--- src/rtl/icache_pkg.sv ---
// Shared definitions for the direct-mapped instruction cache: FSM encoding,
// default geometry and address-field width helpers.
package icache_pkg;

  typedef enum logic {
    S_IDLE   = 1'b0,
    S_REFILL = 1'b1
  } state_t;

  localparam int NUM_LINES_DEF      = 8;
  localparam int WORDS_PER_LINE_DEF = 4;

  function automatic int off_w(input int words_per_line);
    return $clog2(words_per_line);
  endfunction

  function automatic int idx_w(input int num_lines);
    return $clog2(num_lines);
  endfunction

  // 30 word-address bits split into tag | index | offset
  function automatic int tag_w(input int num_lines, input int words_per_line);
    return 30 - off_w(words_per_line) - idx_w(num_lines);
  endfunction

endpackage

--- src/rtl/icache_line_array.sv ---
// Valid/tag/data storage for the instruction cache: combinational read by index,
// one synchronous write port, valid bits cleared asynchronously.
module icache_line_array #(
  parameter int NUM_LINES = 8,
  parameter int IDX_W     = 3,
  parameter int TAG_W     = 25,
  parameter int LINE_W    = 128
) (
  input  logic              clk,
  input  logic              rst_n,
  input  logic [IDX_W-1:0]  rd_idx,
  output logic              rd_valid,
  output logic [TAG_W-1:0]  rd_tag,
  output logic [LINE_W-1:0] rd_data,
  input  logic              wr_en,
  input  logic [IDX_W-1:0]  wr_idx,
  input  logic [TAG_W-1:0]  wr_tag,
  input  logic [LINE_W-1:0] wr_data
);

  logic [NUM_LINES-1:0] valid;
  logic [TAG_W-1:0]     tag_arr  [NUM_LINES];
  logic [LINE_W-1:0]    data_arr [NUM_LINES];

  always_ff @(posedge clk or negedge rst_n) begin
    if (!rst_n) begin
      valid <= '0;
    end else if (wr_en) begin
      valid[wr_idx] <= 1'b1;
    end
  end

  // Tag/data are don't-care while the line is invalid, so they carry no reset.
  always_ff @(posedge clk) begin
    if (wr_en) begin
      tag_arr[wr_idx]  <= wr_tag;
      data_arr[wr_idx] <= wr_data;
    end
  end

  assign rd_valid = valid[rd_idx];
  assign rd_tag   = tag_arr[rd_idx];
  assign rd_data  = data_arr[rd_idx];

endmodule

--- src/rtl/instr_cache.sv ---
// Direct-mapped read-only instruction cache: zero-latency hits, stall-and-refill
// of one whole line from block-wide instruction memory on a miss.
//
// state    | meaning
// S_IDLE   | lookup current proc_addr; hit returns word, miss issues refill
// S_REFILL | mem_read held, core stalled until mem_ready delivers the line
module instr_cache
  import icache_pkg::*;
#(
  parameter int NUM_LINES      = NUM_LINES_DEF,
  parameter int WORDS_PER_LINE = WORDS_PER_LINE_DEF,
  parameter int BADDR_W        = 30 - off_w(WORDS_PER_LINE)
) (
  input  logic                         clk,
  input  logic                         rst_n,
  input  logic                         proc_read,
  input  logic [31:0]                  proc_addr,
  output logic [31:0]                  proc_rdata,
  output logic                         proc_stall,
  output logic                         mem_read,
  output logic [BADDR_W-1:0]           mem_addr,
  input  logic [32*WORDS_PER_LINE-1:0] mem_rdata,
  input  logic                         mem_ready
);

  localparam int OFF_W  = off_w(WORDS_PER_LINE);
  localparam int IDX_W  = idx_w(NUM_LINES);
  localparam int TAG_W  = tag_w(NUM_LINES, WORDS_PER_LINE);
  localparam int LINE_W = 32 * WORDS_PER_LINE;

  state_t state, state_next;

  logic [OFF_W-1:0]  offset;
  logic [IDX_W-1:0]  index;
  logic [TAG_W-1:0]  tag;
  logic [IDX_W-1:0]  refill_idx;
  logic [TAG_W-1:0]  refill_tag;
  logic              rd_valid;
  logic [TAG_W-1:0]  rd_tag;
  logic [LINE_W-1:0] rd_data;
  logic [WORDS_PER_LINE-1:0][31:0] rd_words;
  logic              hit;
  logic              miss_start;
  logic              wr_en;
  logic              unused_byte_sel;

  assign offset          = proc_addr[2 +: OFF_W];
  assign index           = proc_addr[2+OFF_W +: IDX_W];
  assign tag             = proc_addr[31 -: TAG_W];
  assign unused_byte_sel = ^proc_addr[1:0];
  assign rd_words        = rd_data;

  icache_line_array #(
    .NUM_LINES (NUM_LINES),
    .IDX_W     (IDX_W),
    .TAG_W     (TAG_W),
    .LINE_W    (LINE_W)
  ) u_line_array (
    .clk      (clk),
    .rst_n    (rst_n),
    .rd_idx   (index),
    .rd_valid (rd_valid),
    .rd_tag   (rd_tag),
    .rd_data  (rd_data),
    .wr_en    (wr_en),
    .wr_idx   (refill_idx),
    .wr_tag   (refill_tag),
    .wr_data  (mem_rdata)
  );

  assign hit = proc_read & rd_valid & (rd_tag == tag);

  always_comb begin
    state_next = state;
    proc_stall = 1'b0;
    proc_rdata = '0;
    miss_start = 1'b0;
    wr_en      = 1'b0;
    unique case (state)
      S_IDLE: begin
        if (proc_read) begin
          if (hit) begin
            proc_rdata = rd_words[offset];
          end else begin
            proc_stall = 1'b1;
            miss_start = 1'b1;
            state_next = S_REFILL;
          end
        end
      end
      S_REFILL: begin
        proc_stall = 1'b1;
        // Only a ready that answers our own outstanding request may write the array.
        if (mem_ready && mem_read) begin
          wr_en      = 1'b1;
          state_next = S_IDLE;
        end
      end
      default: state_next = S_IDLE;
    endcase
  end

  always_ff @(posedge clk or negedge rst_n) begin
    if (!rst_n) begin
      state      <= S_IDLE;
      mem_read   <= 1'b0;
      mem_addr   <= '0;
      refill_idx <= '0;
      refill_tag <= '0;
    end else begin
      state <= state_next;
      if (miss_start) begin
        mem_read   <= 1'b1;
        mem_addr   <= proc_addr[31 -: BADDR_W];
        refill_idx <= index;
        refill_tag <= tag;
      end else if (wr_en) begin
        mem_read <= 1'b0;
      end
    end
  end

endmodule
--- config.mk ---
export PLATFORM = sky130hd
export DESIGN_NAME = instr_cache
export DESIGN_NICKNAME = d
export VERILOG_FILES = /design/src/rtl/icache_pkg.sv /design/src/rtl/icache_line_array.sv /design/src/rtl/instr_cache.sv
export SDC_FILE = /design/constraint.sdc
export NUM_CORES = 1
export LEC_CHECK = 0
export CORE_AREA = 2 2 287 289
export CTS_BUF_LIST = sky130_fd_sc_hd__clkbuf_16
export DETAILED_ROUTE_END_ITERATION = 16
export DIE_AREA = 0 0 289 291
export GPL_TIMING_DRIVEN = 0
export PLACE_DENSITY = 0.91
export SYNTH_ARGS = -nofsm -noshare
export SYNTH_HDL_FRONTEND = slang
export SYNTH_SLANG_ARGS = --single-unit
--- constraint.sdc ---
create_clock -name clk -period 22.5 [get_ports clk]
set_input_delay 3.375 -clock clk [delete_from_list [all_inputs] [get_ports clk]]
set_output_delay 3.375 -clock clk [all_outputs]
set_load 0.01 [all_outputs]
==> results by group <==
Synth
  – Synth top cells by count: edfxtp_1, mux4_2, mux2i_1
  – Post-synth EDFFs: 1,224
  – Most common cell in the netlist: edfxtp_1
  – Yosys cell types: 35
  – Synthesized area per cell: 24.46 sq um
  – Mapped Cells: 1,975
  – Yosys reg bits: 1,262
  – Ys async rst share: 3.011%
  – Main synth FF type: edfxtp_1
  – Yosys warns: 0
  – Synth area leaders: edfxtp_1, mux4_2, dfrtp_1
  – Share of the synthesized area in the top cell type: 76.07%
  – Netlist Area Pre-Place: 0.04832 sq mm
  – Mapped Nets: 2,139
  – Area leader, netlist: edfxtp_1
  – Sequential element share of the synthesized area: 78.04%

Global route
  – Total grt overflow: 0
  – First-pass GRT wire length: 190,000 microns
  – Vias in the first global route: 25,606
  – Overall routing resource usage: 32.60%
  – Initial antenna violation count: 35
  – Largest net degree at the start of global routing: 39

Route
  – ANT nets after route: 0
  – WL/cell: 37.56 microns
  – Post-Route WL: 135,000 microns
  – Vias: 24,921
  – Vias/cell: 6.932
  – Drt initial violations: 3,838
  – DRC viols: 0
  – Drt pass-1 iters: 5

Critical path
  – CP Capture Type: output pin
  – Startpoint types: primary input
  – CP arrival: 8680 ps
  – Worst r2r src: state$_DFF_PN0_
  – CP Max Fanout: 10
  – RR Endpoint: u_line_array.data_arr[0][118]$_DFFE_PP_
  – Worst setup path class: in2out
  – Reg2Reg Depth: 11
  – R2R Setup Slk: 19,160 ps
  – CP required: 19,120 ps

CTS
  – TritonCTS Buffers: 117
  – Clock Root Buffer: clkbuf_16
  – CTS resizes: 0
  – CTS Buffer Depth: 3
  – Hold_buf cts: 0
  – Clk sink count: 1,262
  – Post-CTS setup buffer count: 0
  – Worst-path clk slew: 60 ps
  – Clk_lat worst skew: 710 ps
  – H-tree Lvls: 3
  – CTS tree: built

Power and ir drop
  – Clock share of power: 35.9%
  – Pleak: 18.50 nW
  – Reg power frac: 53.0%
  – Comb pwr share: 11.2%
  – Internal power: 4.228 mW
  – Cell Pwr Density: 97.46 mW/mm^2
  – Maximum VDD drop: 0.08530 mV
  – Switch Pwr: 1.344 mW
  – Net Sw Frac: 24.12%

Place
  – Port Buffers: 219
  – Placer Congestion: 0.7922
  – Placed cells: 3,344
  – Detail Placement HPWL: 81,500 microns
  – Placed Instance Area: 0.05323 sq mm

Job
  – Max-Cap Viols: 0

Worst hold path
  – Hold EP: u_line_array.valid[7]$_DFFE_PN0P_
  – HP Class: reg2reg
  – Hold path cells: 1
  – Min-delay src: u_line_array.valid[7]$_DFFE_PN0P_

STA
  – Worst Skew: 45.85 ps
  – Slew @ Worst Pin: 1244 ps
  – Slew HR: 17.09%
  – RSZ-0062 raised after global routing: false
  – Fin crit period: 12,060 ps
  – Min Hold Slack: 473.1 ps
  – Final hold viol count: 0
  – Fmax: 0.08293 GHz
  – Final setup vio count: 0
  – Final worst-path cycle share: 53.59%
  – Pins Over Slew Limit: 0

Layout
  – Fill cell count: 4,398
  – Fin cells: 3,595
  – Area delta synth->final: 18.33%
  – Fin area: 0.05718 sq mm
  – Share of cells above drive strength 1: 28.53%
  – Nets: 2,558

Die
  – Die footprint: 0.08410 sq mm
  – Top-Level Pins: 226
  – Core Area: 0.08119 sq mm
  – Die Ht: 291 microns
  – Initial Util: 59.51%
  – Die X-Extent: 289 microns
  – Std cell rows: 105

Status
  – Status: completed
## worst max path at each step
| stage | to | startpoint | depth (start not counted) |
|---|---|---|---|
| global route | proc_rdata[19] | proc_addr[5] | 11 |
| global placement | u_line_array.valid[0]$_DFFE_PN0P_ | mem_ready | 5 |
| finish | proc_rdata[16] | proc_addr[5] | 11 |
| detailed placement | proc_rdata[16] | proc_addr[5] | 11 |
| CTS | proc_rdata[16] | proc_addr[5] | 11 |
| floorplan | u_line_array.valid[0]$_DFFE_PN0P_ | mem_ready | 4 |
## kinds of logic after synthesis
logic type | count (synthesis) | synth area share, %
flops | 1262 | 78.04
mux | 468 | 19.03
buf+inv | 100 | 1.121
simple gates | 93 | 0.9115
compound gates | 27 | 0.4506
xor+xnor | 25 | 0.4532
## stage by stage
stage	setup slack (ps)	total power, mW	utilization, %	setup TNS [ps]
floorplan	7272	3.288	-	0
global placement	-3931	3.570	63.86	-989060
detailed placement	10580	3.589	65.57	0
CTS	10540	5.570	70.31	0
global route	10350	5.687	70.41	0
finish	10440	5.572	70.42	0
## routing by layer
layer | GRT usage (%) | routed length, microns
met5 | 0 | 100
met1 | 39.64 | 43640
met3 | 7.234 | 13060
met4 | 17.32 | 7787
met2 | 54.80 | 70440
## cell type report
cell class	count	area (sq um)	area share, %
flip-flops and latches	1262	37710	65.95
multi-input cells	613	10120	17.71
repair buffers	300	3537	6.186
clock buffers	119	2978	5.208
well taps	1070	1339	2.342
clock inverters	102	877.1	1.534
plain buffers	97	530.5	0.9279
diodes	29	72.57	0.1269
inverters	3	11.26	0.01969
## state kept, by name, indices dropped and copies added, names as in the netlist
name and count:
u_line_array.data_arr 1024, u_line_array.tag_arr 200, mem_addr 28, u_line_array.valid 8
mem_read 1, state 1
## critical path, stage by stage
cell	delay, ps
clkdlybuf4s50_1	660
buf_4	280
buf_2	440
mux2i_1	410
xor2_1	190
nand4_1	260
nor4_2	640
nand3_1	770
clkbuf_1	510
nor2_1	490
clkdlybuf4s50_1	640
## power groups by stage
stage / Sequential [mW] / Combinational, mW / Clock, mW
2_1_floorplan: 2.99 / 0.294 / 0
3_3_place_gp: 3.05 / 0.523 / 0
3_5_place_dp: 2.99 / 0.604 / 0
4_1_cts: 2.95 / 0.619 / 2.00
5_1_grt: 2.96 / 0.642 / 2.08
6_report: 2.95 / 0.622 / 2.00
## cells in the final DEF (no fill, tap or decap), types with 4 or more instances in the layout
cell type        instances
edfxtp_1              1224
mux4_2                 348
clkdlybuf4s50_1        218
clkbuf_16              119
mux2i_1                 81
buf_6                   45
clkbuf_1                39
dfrtp_1                 38
nor2_1                  35
buf_12                  33
clkinv_1                30
diode_2                 29
buf_2                   29
mux2_4                  28
clkinv_2                28
inv_1                   21
nand2_1                 18
xor2_1                  17
bufinv_16               13
a22oi_1                 12
mux2_2                  11
buf_4                    9
buf_1                    9
xnor2_1                  8
or2_2                    8
buf_16                   8
buf_8                    7
clkinvlp_4               7
nor2_4                   6
nand2b_1                 5
o22ai_1                  5
nand4_1                  5
nor2b_1                  4
a221oi_1                 4
nand3_1                  4
(Power assumes the default switching activity.)
